`config.mk`:
```
export PLATFORM = sky130hd
export DESIGN_NAME = jam_phase_sequencer_flat
export DESIGN_NICKNAME = d
export VERILOG_FILES = /design/src/rtl/jam_phase_sequencer_if.sv /design/src/rtl/jam_phase_sequencer.sv /design/src/flat_wrapper.sv
export SDC_FILE = /design/constraint.sdc
export NUM_CORES = 1
export LEC_CHECK = 0
export CORE_AREA = 2 2 57 59
export CTS_CLUSTER_DIAMETER = 150
export DETAILED_ROUTE_END_ITERATION = 6
export DIE_AREA = 0 0 59 61
export GPL_ROUTABILITY_DRIVEN = 0
export GPL_TIMING_DRIVEN = 0
export RECOVER_POWER = 50
export SYNTH_ARGS = -nofsm -noshare
export SYNTH_HDL_FRONTEND = slang
export SYNTH_SLANG_ARGS = --single-unit
export TNS_END_PERCENT = 5
```
`constraint.sdc`:
```
create_clock -name clk -period 2.2 [get_ports clk]
set_input_delay 0.44 -clock clk [delete_from_list [all_inputs] [get_ports clk]]
set_output_delay 0.44 -clock clk [all_outputs]
set_load 0.02 [all_outputs]
```
`src/rtl/jam_phase_sequencer_if.sv`:
```
// Bundle of traffic-side signals between jam_phase_sequencer and its environment.
// master: the sequencer, which drives the jam controls.
// slave: the environment, which drives the jam flags and the normal-controller yield.
interface jam_phase_sequencer_if;
  logic [3:0] traffic_jam;
  logic       normal_idle;
  logic       jam_mode;
  logic       jam_opp_en;
  logic       jam_start;
  logic       jam_rotation;
  logic       jam_yellow;
  logic [2:0] seq_state;

  modport master (
    input  traffic_jam,
    input  normal_idle,
    output jam_mode,
    output jam_opp_en,
    output jam_start,
    output jam_rotation,
    output jam_yellow,
    output seq_state
  );

  modport slave (
    output traffic_jam,
    output normal_idle,
    input  jam_mode,
    input  jam_opp_en,
    input  jam_start,
    input  jam_rotation,
    input  jam_yellow,
    input  seq_state
  );
endinterface

```
`src/rtl/jam_phase_sequencer.sv`:
```
// jam_phase_sequencer: qualifies persistent lane jams, takes the intersection
// over from the normal controller, steps green time between jammed lanes
// (green -> yellow -> rotate) and hands control back once the jams clear.
// Optional feature macro: JAM_SEQ_ROUND_LIMIT_EN -- when defined, jam mode is
// released after 4*MAX_ROUNDS rotations even if jams persist.
// All outputs come straight from flops; each state lasts its parameter count
// because the phase counter restarts at 0 on every state change and compares
// against parameter-1.
module jam_phase_sequencer #(
  parameter int GREEN_CYCLES  = 16,
  parameter int YELLOW_CYCLES = 4,
  parameter int ENTRY_HOLD    = 8,
  parameter int EXIT_HOLD     = 8,
  parameter int MAX_ROUNDS    = 4,
  parameter int CNT_W         = 8
) (
  input  logic                  clk,
  input  logic                  rst_n,
  jam_phase_sequencer_if.master bus
);

  typedef enum logic [2:0] {
    ST_IDLE     = 3'd0,
    ST_QUAL     = 3'd1,
    ST_HANDOVER = 3'd2,
    ST_START    = 3'd3,
    ST_GREEN    = 3'd4,
    ST_YELLOW   = 3'd5,
    ST_ROTATE   = 3'd6,
    ST_RELEASE  = 3'd7
  } state_e;

  localparam logic [CNT_W-1:0] GREEN_LAST  = CNT_W'(GREEN_CYCLES - 1);
  localparam logic [CNT_W-1:0] YELLOW_LAST = CNT_W'(YELLOW_CYCLES - 1);
  localparam logic [CNT_W-1:0] ENTRY_LAST  = CNT_W'(ENTRY_HOLD - 1);
  localparam logic [CNT_W-1:0] QUIET_LAST  = CNT_W'(EXIT_HOLD - 1);
  localparam logic [CNT_W-1:0] QUIET_MAX   = CNT_W'(EXIT_HOLD);
  localparam logic [CNT_W-1:0] CNT_ONE     = CNT_W'(1);

  state_e           state_q, state_d;
  logic [CNT_W-1:0] phase_q, phase_d;
  logic [CNT_W-1:0] quiet_q, quiet_d;
  logic             exit_q, exit_d;

  logic jam_mode_q, jam_mode_d;
  logic opp_en_q, opp_en_d;
  logic start_q, start_d;
  logic rotation_q, rotation_d;
  logic yellow_q, yellow_d;

  logic jam_any;
  logic quiet_hit;
  logic limit_hit;

  assign jam_any = |bus.traffic_jam;
  // This cycle's jam-free sample brings the quiet run up to EXIT_HOLD.
  assign quiet_hit = !jam_any && (quiet_q >= QUIET_LAST);

`ifdef JAM_SEQ_ROUND_LIMIT_EN
  localparam int ROT_W = CNT_W + 3;
  localparam logic [ROT_W-1:0] ROUND_LIMIT = ROT_W'(4 * MAX_ROUNDS);

  logic [ROT_W-1:0] rot_cnt_q, rot_cnt_d;

  // Rotation counter: one step per ROTATE entry, held at the limit, cleared in IDLE.
  always_comb begin
    rot_cnt_d = rot_cnt_q;
    if (state_q == ST_IDLE) begin
      rot_cnt_d = '0;
    end else if ((state_d == ST_ROTATE) && (rot_cnt_q < ROUND_LIMIT)) begin
      rot_cnt_d = rot_cnt_q + ROT_W'(1);
    end
  end

  // Rotation counter register.
  always_ff @(posedge clk or negedge rst_n) begin
    if (!rst_n) begin
      rot_cnt_q <= '0;
    end else begin
      rot_cnt_q <= rot_cnt_d;
    end
  end

  assign limit_hit = (rot_cnt_q >= ROUND_LIMIT);
`else
  logic unused_max_rounds;
  assign unused_max_rounds = ^MAX_ROUNDS;
  assign limit_hit         = 1'b0;
`endif

  // Next-state, phase counter and exit flag.
  always_comb begin
    state_d = state_q;
    phase_d = phase_q;
    exit_d  = exit_q;
    case (state_q)
      ST_IDLE: begin
        phase_d = '0;
        exit_d  = 1'b0;
        if (jam_any) begin
          state_d = ST_QUAL;
        end
      end
      ST_QUAL: begin
        if (!jam_any) begin
          state_d = ST_IDLE;
          phase_d = '0;
        end else if (phase_q == ENTRY_LAST) begin
          state_d = ST_HANDOVER;
          phase_d = '0;
        end else begin
          phase_d = phase_q + CNT_ONE;
        end
      end
      ST_HANDOVER: begin
        // A vanished jam wins over a late yield from the normal controller.
        if (!jam_any) begin
          state_d = ST_IDLE;
        end else if (bus.normal_idle) begin
          state_d = ST_START;
        end
        phase_d = '0;
      end
      ST_START: begin
        state_d = ST_GREEN;
        phase_d = '0;
      end
      ST_GREEN: begin
        if (quiet_hit) begin
          state_d = ST_YELLOW;
          phase_d = '0;
          exit_d  = 1'b1;
        end else if (phase_q == GREEN_LAST) begin
          state_d = ST_YELLOW;
          phase_d = '0;
        end else begin
          phase_d = phase_q + CNT_ONE;
        end
      end
      ST_YELLOW: begin
        // Once the exit decision is latched a returning jam cannot cancel it.
        if (phase_q == YELLOW_LAST) begin
          phase_d = '0;
          state_d = (exit_q || limit_hit) ? ST_RELEASE : ST_ROTATE;
        end else begin
          phase_d = phase_q + CNT_ONE;
        end
      end
      ST_ROTATE: begin
        state_d = ST_GREEN;
        phase_d = '0;
      end
      ST_RELEASE: begin
        state_d = ST_IDLE;
        phase_d = '0;
        exit_d  = 1'b0;
      end
      default: begin
        state_d = ST_IDLE;
        phase_d = '0;
        exit_d  = 1'b0;
      end
    endcase
  end

  // Quiet counter: consecutive jam-free cycles while the allocation logic is enabled.
  always_comb begin
    quiet_d = '0;
    if (opp_en_q && !jam_any) begin
      quiet_d = (quiet_q >= QUIET_MAX) ? QUIET_MAX : (quiet_q + CNT_ONE);
    end
  end

  // Output decode from the next state so the flops present them with their state.
  always_comb begin
    jam_mode_d = state_d inside {ST_HANDOVER, ST_START, ST_GREEN, ST_YELLOW, ST_ROTATE};
    opp_en_d   = state_d inside {ST_START, ST_GREEN, ST_YELLOW, ST_ROTATE};
    start_d    = (state_d == ST_START);
    rotation_d = (state_d == ST_ROTATE);
    yellow_d   = (state_d == ST_YELLOW);
  end

  // State, counters and registered outputs; reset drops everything immediately.
  always_ff @(posedge clk or negedge rst_n) begin
    if (!rst_n) begin
      state_q    <= ST_IDLE;
      phase_q    <= '0;
      quiet_q    <= '0;
      exit_q     <= 1'b0;
      jam_mode_q <= 1'b0;
      opp_en_q   <= 1'b0;
      start_q    <= 1'b0;
      rotation_q <= 1'b0;
      yellow_q   <= 1'b0;
    end else begin
      state_q    <= state_d;
      phase_q    <= phase_d;
      quiet_q    <= quiet_d;
      exit_q     <= exit_d;
      jam_mode_q <= jam_mode_d;
      opp_en_q   <= opp_en_d;
      start_q    <= start_d;
      rotation_q <= rotation_d;
      yellow_q   <= yellow_d;
    end
  end

  assign bus.jam_mode     = jam_mode_q;
  assign bus.jam_opp_en   = opp_en_q;
  assign bus.jam_start    = start_q;
  assign bus.jam_rotation = rotation_q;
  assign bus.jam_yellow   = yellow_q;
  assign bus.seq_state    = state_q;

endmodule

```
`src/flat_wrapper.sv`:
```
// flat-port wrapper written by rule: the top's interface ports become plain ports
module jam_phase_sequencer_flat 
#(
  parameter int GREEN_CYCLES  = 16,
  parameter int YELLOW_CYCLES = 4,
  parameter int ENTRY_HOLD    = 8,
  parameter int EXIT_HOLD     = 8,
  parameter int MAX_ROUNDS    = 4,
  parameter int CNT_W         = 8
)
  (clk, rst_n, bus_traffic_jam, bus_normal_idle, bus_jam_mode, bus_jam_opp_en, bus_jam_start, bus_jam_rotation, bus_jam_yellow, bus_seq_state);
  jam_phase_sequencer_if bus_i ();
  input  logic clk;
  input  logic rst_n;
  input wire logic [$bits(bus_i.traffic_jam)-1:0] bus_traffic_jam;
  input wire logic [$bits(bus_i.normal_idle)-1:0] bus_normal_idle;
  output wire logic [$bits(bus_i.jam_mode)-1:0] bus_jam_mode;
  output wire logic [$bits(bus_i.jam_opp_en)-1:0] bus_jam_opp_en;
  output wire logic [$bits(bus_i.jam_start)-1:0] bus_jam_start;
  output wire logic [$bits(bus_i.jam_rotation)-1:0] bus_jam_rotation;
  output wire logic [$bits(bus_i.jam_yellow)-1:0] bus_jam_yellow;
  output wire logic [$bits(bus_i.seq_state)-1:0] bus_seq_state;
  assign bus_i.traffic_jam = bus_traffic_jam;
  assign bus_i.normal_idle = bus_normal_idle;
  assign bus_jam_mode = bus_i.jam_mode;
  assign bus_jam_opp_en = bus_i.jam_opp_en;
  assign bus_jam_start = bus_i.jam_start;
  assign bus_jam_rotation = bus_i.jam_rotation;
  assign bus_jam_yellow = bus_i.jam_yellow;
  assign bus_seq_state = bus_i.seq_state;
  jam_phase_sequencer #(.GREEN_CYCLES(GREEN_CYCLES), .YELLOW_CYCLES(YELLOW_CYCLES), .ENTRY_HOLD(ENTRY_HOLD), .EXIT_HOLD(EXIT_HOLD), .MAX_ROUNDS(MAX_ROUNDS), .CNT_W(CNT_W)) u_core (.clk(clk), .rst_n(rst_n), .bus(bus_i));
endmodule
```
==> impl_metrics.env, run 1 <==
export IMPL_min_to="u_core.phase_q[0]"
export IMPL_die_w_um=59
export IMPL_grt_pass1_vias=900
export IMPL_ctsHoldBuffers=0
export IMPL_crit_fanout=10
export IMPL_avgSynthCellArea_sq_um=11.01
export IMPL_dp_hpwl_um=1742
export IMPL_final_util=0.5051
export IMPL_r2r_start="u_core.phase_q[4]"
export IMPL_fp_row_count=20
export IMPL_synth_cell_types=43
export IMPL_endpoint_kind="register"
export IMPL_die_area_sq_um=3599
export IMPL_drt_iter0_markers=18
export IMPL_core_area_sq_um=2953
export IMPL_clk_latency_ps=340
export IMPL_r2r_slack_ps=230
export IMPL_htreeDepth=1
export IMPL_filler_cell_count=289
export IMPL_cap_violations=0
export IMPL_start_util=0.4288
export IMPL_n_antenna_cell=0
export IMPL_leakage_nw=0.6220
export IMPL_period_share=0.9247
export IMPL_critPathLaunchType="primary input"
export IMPL_slew_violations=0
export IMPL_io_buffers=14
export IMPL_worst_slew_pin_slew_ps=1107
export IMPL_crit_chain="clkdlybuf4s50_1 > nor4_1 > buf_2 > o211a_1 > nor2_1 > a221o_2"
export IMPL_syn_inst=115
export IMPL_cts_setup_buffers=0
export IMPL_antenna_found_initial=0
export IMPL_drc=0
export IMPL_yosys_area_top_type="dfrtp_1"
export IMPL_io_pin_count=15
export IMPL_crit_buf_inv=2
export IMPL_root_buffer="clkbuf_4"
export IMPL_avgRoutedWirePerCell_um=14.23
export IMPL_routed_wl_um=2405
export IMPL_relSlewSlack=0.2597
export IMPL_critPathMaxStageDelay_ps=480
export IMPL_irDropWorstVdd_mv=0.4417
export IMPL_slowest_stage="nor4_1"
export IMPL_grt_max_degree=26
export IMPL_synth_seq_area_share=0.4941
export IMPL_vias=905
export IMPL_netlist_top_cells_area="dfrtp_1 49%, xnor2_1 3.5%, a21oi_1 3.2%, ha_1 3.0%, xor2_1 2.1%"
export IMPL_clock_path_buffers=2
export IMPL_area_delta_synth_final_pct=17.79
export IMPL_min_path_cells=1
export IMPL_finalHoldViolCount=0
export IMPL_power_density_nw_per_um2=1094
export IMPL_finClkSkew_ps=1.710
export IMPL_ys_ff_latch=25
export IMPL_required_ps=2440
export IMPL_grt_remaining_overflow=0
export IMPL_setup_viol=0
export IMPL_synth_top_cell_area_share=0.4941
export IMPL_worst_setup_path_type="in2reg"
export IMPL_dr_pass1_iters=6
export IMPL_grt_pass1_wl_um=4229
export IMPL_syn_cell_area_sq_um=1266
export IMPL_cp_arrival_ps=2270
export IMPL_timing_fmax_mhz=491.5
export IMPL_gr_usage_all_layers=0.1577
export IMPL_stdcell_count=169
export IMPL_die_height_um=61
export IMPL_r2r_end="u_core.bus.jam_rotation"
export IMPL_dp_cells=165
export IMPL_cts_sinks=25
export IMPL_r2r_cells=4
export IMPL_detail_route_antenna_nets=0
export IMPL_via_per_inst=5.355
export IMPL_cts_buffers=3
export IMPL_fin_nets=147
export IMPL_status="completed"
export IMPL_crit_family="buffers and inverters"
export IMPL_drive_gt1_frac=0.1324
export IMPL_cts_tree="yes"
export IMPL_rsz0062_at_grt="no"
export IMPL_fin_crit_ps=2034
export IMPL_yosysWarningCount=0
export IMPL_hold_class="reg2reg"
export IMPL_clkTransAtPathRegs_ps=140
export IMPL_hp_start="u_core.phase_q[0]"
-- final cells by class --
| class | instances | area (sq um) | area share |
|---|---|---|---|
| Sequential cell | 25 | 625.6 | 0.4195 |
| Multi-Input combinational cell | 82 | 609.3 | 0.4086 |
| Timing Repair Buffer | 14 | 140.1 | 0.09396 |
| Tap cell | 33 | 41.29 | 0.02768 |
| Clock buffer | 3 | 22.52 | 0.01510 |
| Inverter | 6 | 22.52 | 0.01510 |
| Buffer | 5 | 21.27 | 0.01426 |
| Clock inverter | 1 | 8.758 | 0.005872 |
-- through the flow --
stage	power (mW)	area (sq um)	setup TNS [ps]	setup WS, ps	hold WS, ps
4_1_cts	1.647	1490	0	156.7	499.6
3_3_place_gp	1.410	1459	-1028	-234.8	458.8
6_report	1.631	1491	0	165.6	493.2
2_1_floorplan	1.175	1277	0	468.1	144.4
5_1_grt	1.764	1491	0	74.09	523.9
3_5_place_dp	1.415	1459	-728.3	-205.0	478.8
-- cells in the final DEF (no fill, tap or decap), types with 2 or more instances in the layout --
cell type / instances
inv_1: 6
clkbuf_1: 3
dfrtp_1: 25
o21ai_0: 2
nor3_1: 4
nand3_1: 5
nor4b_1: 2
xnor2_1: 5
a21boi_0: 3
clkdlybuf4s50_1: 13
nand2b_1: 2
clkbuf_4: 3
buf_2: 2
a21oi_1: 8
xor2_1: 3
nand2_1: 6
conb_1: 4
nor2_1: 6
ha_1: 3
a211oi_1: 3
-- timing repair --
item	CTS	global route
endpoints found under the hold margin	0	0
endpoints found under the setup margin	0	1
gates resized for setup	0	1
-- per-layer routing --
metal  track usage  wire, um  vias to the layer above
met4       0.07792        50                        0
met3       0.02559        67                        5
met1        0.2029      1164                      428
met5             0         0                        -
met2        0.2587      1123                       15
li1              -         -                      457
-- flip-flops by register name, summed over array words and instances (netlist names) --
signal,count
u_core.phase_q,8
u_core.quiet_q,8
u_core.bus.seq_state,3
u_core.bus.jam_mode,1
u_core.bus.jam_opp_en,1
u_core.bus.jam_rotation,1
u_core.bus.jam_start,1
u_core.bus.jam_yellow,1
u_core.exit_q,1
-- where the power goes --
part | internal (mW) | total (mW) | switching (mW)
Combinational | 0.338 | 0.789 | 0.452
Sequential | 0.554 | 0.614 | 0.0605
Clock | 0.0745 | 0.228 | 0.153
Total | 0.966 | 1.63 | 0.666
-- cell families (layout without fill, tap and decap cells) --
logic type / count (synthesis) / in the layout / share of synthesized area
simple gates: 37 / 37 / 0.1996
compound gates: 29 / 29 / 0.1739
flops: 25 / 25 / 0.4941
buf+inv: 11 / 29 / 0.03557
xor+xnor: 8 / 8 / 0.05534
fa+ha+maj: 3 / 3 / 0.02965
other cells: 1 / 4 / 0.002962
mux: 1 / 1 / 0.008893
-- how the worst max path moves through the flow --
stage,startpoint,slack (ps),to,depth (start not counted)
2_1_floorplan,u_core.bus.seq_state[2],470,u_core.bus.jam_mode,5
3_3_place_gp,bus_traffic_jam[1],-230,u_core.bus.jam_mode,6
3_5_place_dp,bus_traffic_jam[1],-200,u_core.bus.jam_mode,6
4_1_cts,bus_traffic_jam[1],160,u_core.bus.jam_mode,6
5_1_grt,u_core.phase_q[0],70,u_core.bus.jam_rotation,5
6_report,bus_traffic_jam[1],170,u_core.bus.jam_mode,6
-- cells in the mapped netlist, drive strengths merged --
cell type / n
a211o: 2
a211oi: 4
a21boi: 3
a21oi: 8
a221o: 1
a311oi: 1
a31o: 1
a31oi: 1
a32oi: 1
and3: 2
and4: 1
buf: 3
clkbuf: 2
conb: 1
dfrtp: 25
ha: 3
inv: 6
mux2: 1
nand2: 6
nand2b: 2
nand3: 5
nand4: 3
nor2: 6
nor2b: 2
nor3: 4
nor4: 2
nor4b: 3
o211a: 1
o211ai: 1
o21a: 1
o21ai: 2
o2bb2ai: 1
o32ai: 1
or3: 1
xnor2: 5
xor2: 3
No activity file was read; power rests on OpenSTA's default activity.
==> run 2, diff against run 1 <==
- CELL_PAD_IN_SITES_DETAIL_PLACEMENT: not set -> 1
- CELL_PAD_IN_SITES_GLOBAL_PLACEMENT: not set -> 2
- CORE_AREA: 2 2 57 59 -> 2 2 64 66
- DIE_AREA: 0 0 59 61 -> 0 0 66 68
- PLACE_DENSITY_LB_ADDON: not set -> 0.1
==> run 2 against run 1 <==
Global-route usage is 1.6 points lower. Power grew 3.3%. Sequential power barely moved. Clock power increased by 17%. Flip-flop and latch count is the same. First-iteration DRC count increased by 100%.
==> impl_metrics.env, run 2 (synthesis gave the netlist of run 1 again) <==
export IMPL_dr_pass1_iters=4
export IMPL_cts_tree="yes"
export IMPL_crit_chain="clkdlybuf4s50_1 > nor4_2 > buf_2 > o211a_1 > nor2_1 > a221o_2"
export IMPL_ctsHoldBuffers=0
export IMPL_timing_fmax_mhz=498.9
export IMPL_dp_hpwl_um=2022
export IMPL_setup_viol=0
export IMPL_p_comb_frac=0.478
export IMPL_io_pin_count=15
export IMPL_die_area_sq_um=4488
export IMPL_grt_remaining_overflow=0
export IMPL_required_ps=2350
export IMPL_hold_class="reg2reg"
export IMPL_fin_crit_ps=2004
export IMPL_slew_violations=0
export IMPL_die_height_um=68
export IMPL_n_antenna_cell=0
export IMPL_drt_iter0_markers=36
export IMPL_drive_gt1_frac=0.1397
export IMPL_area_delta_synth_final_pct=21.15
export IMPL_crit_fanout=10
export IMPL_relSlewSlack=0.2581
export IMPL_critPathMaxStageDelay_ps=430
export IMPL_cts_buffers=3
export IMPL_vias=932
export IMPL_io_buffers=14
export IMPL_start_util=0.3284
export IMPL_worst_setup_path_type="in2reg"
export IMPL_crit_family="buffers and inverters"
export IMPL_cts_resized_gates=0
export IMPL_endpoint_kind="register"
export IMPL_cap_violations=0
export IMPL_detail_route_antenna_nets=0
export IMPL_clk_latency_ps=270
export IMPL_p_switching_uw=675.1
export IMPL_antenna_found_initial=0
export IMPL_grt_pass1_wl_um=4740
export IMPL_power_density_nw_per_um2=1099
export IMPL_clkTransAtPathRegs_ps=90
export IMPL_finClkSkew_ps=5.704
export IMPL_routed_wl_um=2733
export IMPL_root_buffer="clkbuf_8"
export IMPL_p_seq_frac=0.364
export IMPL_avgRoutedWirePerCell_um=14.69
export IMPL_fp_row_count=23
export IMPL_crit_buf_inv=2
export IMPL_pwr_share_clk=0.158
export IMPL_period_share=0.9111
export IMPL_clock_path_buffers=2
export IMPL_cts_setup_buffers=0
export IMPL_final_cell_mix="25 x dfrtp_1, 9 x clkdlybuf4s50_1, 8 x a21oi_1"
export IMPL_cp_arrival_ps=2160
export IMPL_status="completed"
export IMPL_final_common_cell="dfrtp_1"
export IMPL_die_w_um=66
export IMPL_htreeDepth=1
export IMPL_grt_max_degree=26
export IMPL_leakage_nw=0.6385
export IMPL_core_area_sq_um=3856
export IMPL_drc=0
export IMPL_p_int_mw=1.011
export IMPL_slowest_stage="clkdlybuf4s50_1"
export IMPL_grt_pass1_vias=980
export IMPL_cts_sinks=25
export IMPL_irDropWorstVdd_mv=0.5236
export IMPL_switching_share=0.4005
export IMPL_rsz0062_at_grt="no"
export IMPL_critPathLaunchType="primary input"
export IMPL_finalHoldViolCount=0
export IMPL_gr_usage_all_layers=0.1412
export IMPL_via_per_inst=5.011
export IMPL_holdWs_ps=484.6
export IMPL_fin_nets=147
export IMPL_power_mw=1.686
export IMPL_worst_slew_pin_slew_ps=1109
[run 2: cell types whose count changed in the layout (fill, tap and decap cells not counted), sizes merged]
cell,change
clkdlybuf4s50,-4
dlygate4sd3,+4
clkinv,+1
inv,-1
[run 2: worst reg2reg max path, stage by stage (launching register included)]
cell	delay (ps)
dfrtp_1	440
nor4_4	530
nand4_2	220
a211oi_2	440
nor4b_4	260
[run 2: power by group through the flow]
| stage | combinational, mW | clock, mW | sequential, mW |
|---|---|---|---|
| floorplan | 0.498 | 0 | 0.678 |
| detailed placement | 0.824 | 0 | 0.624 |
| global route | 0.892 | 0.300 | 0.625 |
| global placement | 0.817 | 0 | 0.617 |
| finish | 0.806 | 0.266 | 0.614 |
| CTS | 0.827 | 0.283 | 0.615 |
[run 2: worst paths after layout]
kind / depth (start not counted) / end / slack (ps) / from
max: 6 / u_core.bus.jam_mode / 200 / bus_traffic_jam[1]
min: 1 / u_core.quiet_q[0] / 480 / u_core.quiet_q[0]
max in group asynchronous: 1 / u_core.phase_q[4] / 700 / rst_n
max reg2reg: 4 / u_core.bus.jam_rotation / 230 / u_core.phase_q[5]
min in group asynchronous: 1 / u_core.quiet_q[1] / 830 / rst_n
min reg2reg: 1 / u_core.quiet_q[0] / 480 / u_core.quiet_q[0]
[run 2: layout make-up]
cell class | instances | area [sq um]
inverter | 6 | 22.52
buffer | 5 | 21.27
timing repair buffer | 14 | 140.1
multi-input combinational | 82 | 615.6
sequential | 25 | 625.6
fill | 441 | 2322
clock inverter | 1 | 5.005
tap | 50 | 62.56
clock buffer | 3 | 41.29
[run 2: metrics by stage]
step	util	cell area (sq um)	TNS, ps	instances	worst slack, ps
after CTS	0.3958	1526	0	186	72.99
after global placement	0.3838	1480	-1562	182	-249.0
final	0.3978	1534	0	186	195.5
after global routing	0.3978	1534	0	186	59.04
after detailed placement	0.3838	1480	-1324	182	-202.0
after floorplan	-	1277	0	118	468.1
[run 2: layer usage]
| metal | wire length, um | vias up | track usage |
|---|---|---|---|
| met5 | 0 | - | 0 |
| met4 | 51 | 0 | 0.06122 |
| met3 | 80 | 4 | 0.02138 |
| met2 | 1318 | 14 | 0.2399 |
| met1 | 1283 | 461 | 0.1800 |
| li1 | - | 453 | - |
